--- src/rtl/bcd_stopwatch_counter.sv ---
// bcd_stopwatch_counter: 4-digit BCD up/down stopwatch with synchronised start/stop toggle,
// load/clear, and a one-cycle wrap pulse.
module bcd_stopwatch_counter #(
    parameter int TICK_DIV = 50000000
) (
    input  logic        clk,
    input  logic        resetn,
    input  logic        start_stop,
    input  logic        clear,
    input  logic        up_down,
    input  logic        load,
    input  logic [15:0] load_value,
    output logic [3:0]  digit0,
    output logic [3:0]  digit1,
    output logic [3:0]  digit2,
    output logic [3:0]  digit3,
    output logic [1:0]  state,
    output logic        wrap
);
    localparam int PW = $clog2(TICK_DIV);
    localparam logic [PW-1:0] LAST = PW'(TICK_DIV - 1);

    typedef enum logic [1:0] {IDLE = 2'b00, RUN = 2'b01, HOLD = 2'b10} state_t;

    state_t        st;
    logic [PW-1:0] pre;
    logic [15:0]   cnt;
    logic [15:0]   nxt;
    logic          carry;
    logic          sync1, sync2, hist, armed;
    logic [1:0]    valid;
    logic          ss_rise, step;

    function automatic logic [3:0] sat(input logic [3:0] n);
        return (n > 4'd9) ? 4'd9 : n;
    endfunction

    // armed stays low until a genuine low level has passed the synchroniser,
    // so a button held across reset release is not seen as a new press
    always_ff @(posedge clk or negedge resetn) begin
        if (!resetn) begin
            sync1 <= 1'b0;
            sync2 <= 1'b0;
            hist  <= 1'b0;
            valid <= 2'b00;
            armed <= 1'b0;
        end else begin
            sync1 <= start_stop;
            sync2 <= sync1;
            hist  <= sync2;
            valid <= {valid[0], 1'b1};
            armed <= armed | (valid[1] & ~sync2);
        end
    end

    assign ss_rise = sync2 & ~hist & armed;
    assign step    = (st == RUN) && (pre == LAST) && !clear && !load && !ss_rise;

    always_comb begin
        nxt   = cnt;
        carry = 1'b1;
        for (int i = 0; i < 4; i++) begin
            logic [3:0] dg;
            dg = cnt[i*4 +: 4];
            nxt[i*4 +: 4] = !carry ? dg :
                            up_down ? ((dg == 4'd9) ? 4'd0 : dg + 4'd1) :
                                      ((dg == 4'd0) ? 4'd9 : dg - 4'd1);
            carry = carry & (up_down ? (dg == 4'd9) : (dg == 4'd0));
        end
    end

    always_ff @(posedge clk or negedge resetn) begin
        if (!resetn) begin
            st   <= IDLE;
            pre  <= '0;
            cnt  <= '0;
            wrap <= 1'b0;
        end else begin
            wrap <= step & carry;
            pre  <= (st == RUN && !clear && !load && !ss_rise && pre != LAST) ? pre + PW'(1) : '0;
            if (clear) begin
                st  <= IDLE;
                cnt <= '0;
            end else begin
                if (ss_rise)
                    st <= (st == RUN) ? HOLD : RUN;
                if (load)
                    cnt <= {sat(load_value[15:12]), sat(load_value[11:8]),
                            sat(load_value[7:4]), sat(load_value[3:0])};
                else if (step)
                    cnt <= nxt;
            end
        end
    end

    assign digit0 = cnt[3:0];
    assign digit1 = cnt[7:4];
    assign digit2 = cnt[11:8];
    assign digit3 = cnt[15:12];
    assign state  = st;
endmodule

--- config.mk ---
export PLATFORM = sky130hd
export DESIGN_NAME = bcd_stopwatch_counter
export DESIGN_NICKNAME = d
export VERILOG_FILES = /design/src/rtl/bcd_stopwatch_counter.sv
export SDC_FILE = /design/constraint.sdc
export NUM_CORES = 1
export LEC_CHECK = 0
export BUFFER_PORTS_ARGS = -buffer_cell sky130_fd_sc_hd__buf_2
export CORE_ASPECT_RATIO = 1.5
export CORE_UTILIZATION = 59
export CTS_CLUSTER_DIAMETER = 200
export DETAILED_ROUTE_END_ITERATION = 6
export GPL_TIMING_DRIVEN = 1
export PLACE_DENSITY = 0.88
export SYNTH_ARGS = -nofsm -noshare
export SYNTH_HDL_FRONTEND = slang
export SYNTH_SLANG_ARGS = --single-unit
--- constraint.sdc ---
create_clock -name clk -period 3.1 [get_ports clk]
set_clock_uncertainty 0.15 [all_clocks]
set_input_delay 0.31 -clock clk [delete_from_list [all_inputs] [get_ports clk]]
set_output_delay 0.31 -clock clk [all_outputs]
set_load 0.005 [all_outputs]
==> results.cfg <==
[final_layout]
finalNonFillerCells = 478
stdcell_area_um2 = 3720
fillers = 439
nets = 442
final_util_pct = 67.7
antenna_cells = 0
syn2layout_area_growth_pct = 9.96
drive_above_1_share_pct = 15.7

[yosys]
synth_fa_ha_area_share_pct = 4.81
synth_compound_area_share_pct = 13.6
synth_fp_nets = 412
synth-main-ff-cell = dfrtp_1
yosys.area.top_type = dfrtp_1
synthSimpleGateAreaFrac_pct = 26.7
yosysMostFrequentCell = dfrtp_1
yosys-top-cells-count = dfrtp_1 (51), nor2_1 (42), nand3_1 (23)
syn_inst = 377
synth-xor-area-share_pct = 6.48
synth_area_leaders = dfrtp_1 (38%), ha_1 (4.8%), nor2_1 (4.7%)
ys_types = 57
synth_top_family_by_area = simple AND/OR/NAND/NOR gates
yosys-mux-area-fraction_pct = 5.92
synth-edff-count = 0
synth_area_um2 = 3380
synth-seq-cells = 51
synth_top_cell_area_share_pct = 37.7
async_reset_ff_share_pct = 100
avgSynthCellArea_um2 = 8.97
yosysWarnings = 0
seq_area_frac_synth_pct = 37.7

[sta]
rsz0062_at_grt = no
period_minus_slack_ps = 2480
tightest_slew_ps = 1110
timing.final.crit_share_pct = 80.0
worst_slew_margin_rel_pct = 26.0
fmax_mhz = 403
setup_tns_ps = 0
drv_slew = 0
hold_viol = 0
setup_viol = 0

[pwr]
seqPwrFrac_pct = 49.4
internal-power_mw = 1.07
ir_drop_uv = 333
p_sw_mw = 0.445
fin_total_pwr_mw = 1.52
swShare_pct = 29.3
p_leak_nw = 1.61
p_clk_share_pct = 30.6
power_frac_comb_pct = 20.0
p_per_area_nw_per_um2 = 408

[clock_tree]
cts_sinks = 51
root_buffer = clkbuf_8
cts_tree = yes
cts_buffer_depth = 2
numCtsBuffers = 5
path_clk_slew_ps = 100
htreeDepth = 2
post_cts_buffers = 0
clk_latency_ps = 310

[flow_run]
drv_cap = 0

[detailed_routing]
wl_per_cell_um = 15.3
dr.pass1.iters = 4
drt_iter0_markers = 153
vias_per_cell = 6.10
drt_wl_total_um = 7330
drtAntennaViolNets = 0
drc_errors = 0
vias = 2918

[critical_path]
worstPathArrival_ps = 2530
end_kind = flop
crit_chain = ha_1 -> and3_1 -> nand2b_1 -> or3_1 -> o31ai_4 -> mux2_1
cp_slowest_stage_delay_ps = 500
path_class = flop to flop
crit_family = simple AND/OR/NAND/NOR gates
crit_buf_inv = 0
cp_slowest_cell = or3_1
crit_fanout = 6
crit_path_start_kind = flop
cp_data_required_time_ps = 3150

[place]
numPlacedInstances = 469
dp_hpwl_um = 5290
placed_cell_area_um2 = 3590
io_buffers = 40
gp_congestion = 0.839

[floorplanning]
ios = 41
coreArea_um2 = 5490
start_util_pct = 61.6
dieWidth_um = 63.8
die_area_um2 = 6040
fp-row-count = 33
die_h_um = 94.7

[global_route]
grt_usage_pct = 25.7
grt-ovfl-total = 0
grt_max_degree = 52
grt_pass1_wl_um = 12200
antenna_found_initial = 0
grt_pass1_vias = 2835

[worst_hold_path]
hp-class = input port to async pin

[status]
outcome = complete, no violations
[flip-flops by register name, summed over array words and instances (netlist names)]
name	count
armed	1
cnt	16
hist	1
pre	26
state	2
sync1	1
sync2	1
valid	2
wrap	1
[logic make-up (layout without fill, tap and decap cells)]
| logic type | count (synthesis) | in the layout |
|---|---|---|
| xor+xnor | 25 | 25 |
| other cells | 1 | 1 |
| flops | 51 | 51 |
| compound gates | 68 | 68 |
| mux | 18 | 18 |
| fa+ha+maj | 13 | 13 |
| buf+inv | 38 | 69 |
| simple gates | 163 | 163 |
[routing by layer]
metal / up-vias / GRT usage [%] / wire length [um]
met5: - / 0 / 0
met4: 0 / 10.4 / 143
met3: 16 / 3.50 / 239
met2: 78 / 50.3 / 4030
met1: 1420 / 27.0 / 2920
li1: 1404 / - / -
[cells in the final DEF (no fill, tap or decap), types with 7 or more instances in the layout]
cell type | synthesis | final
nand2b_1 | 12 | 12
o21ai_0 | 12 | 12
mux2i_1 | 8 | 8
xor2_1 | 16 | 16
a31oi_1 | 12 | 12
nor2_1 | 42 | 42
and3_1 | 7 | 7
a21oi_1 | 18 | 18
inv_1 | 18 | 18
nor2b_1 | 10 | 10
ha_1 | 13 | 13
nand4_1 | 7 | 7
dfrtp_1 | 51 | 51
buf_2 | 2 | 40
nand2_1 | 18 | 18
nand3_1 | 23 | 23
xnor2_1 | 9 | 9
[final timing paths]
check | from | to | slack [ps] | cells after the start
min in group clk | valid[0]$_DFF_PN0_ | valid[1]$_DFF_PN0_ | 210 | 0
max | pre[0]$_DFF_PN0_ | cnt[9]$_DFFE_PN0P_ | 620 | 6
max reg2reg | pre[0]$_DFF_PN0_ | cnt[9]$_DFFE_PN0P_ | 620 | 6
max in group asynchronous | resetn | sync2$_DFF_PN0_ | 2070 | 1
min | resetn | cnt[13]$_DFFE_PN0P_ | 60 | 1
min reg2reg | valid[0]$_DFF_PN0_ | valid[1]$_DFF_PN0_ | 210 | 0
[stage by stage]
step / setup slack, ps / hold WS, ps
global placement: 620 / 183
detailed placement: 588 / 190
finish: 620 / 59.4
CTS: 632 / 93.9
global route: 453 / 160
floorplan: 827 / -136
[layout make-up]
class	instances	area (um^2)	share of cell area (%)
sequential	51	1280	34.3
tap	70	87.6	2.36
clock inverter	3	43.8	1.18
clock buffer	5	68.8	1.85
inverter	18	67.6	1.82
multi-input combinational	288	1950	52.4
timing repair buffer	43	225	6.06
[power groups by stage]
stage               clock (mW)  sequential (mW)  combinational [mW]
detailed placement           0            0.759               0.302
global placement             0            0.757               0.293
CTS                      0.472            0.747               0.304
global route             0.499            0.755               0.339
floorplan                    0            0.736               0.224
finish                   0.464            0.749               0.304
[what timing repair did]
item,CTS,global route
hold buffers,1,0
setup endpoints to repair,0,0
resized for setup,0,0
endpoints found under the hold margin,1,0
Power figures use the tool's default switching activity.
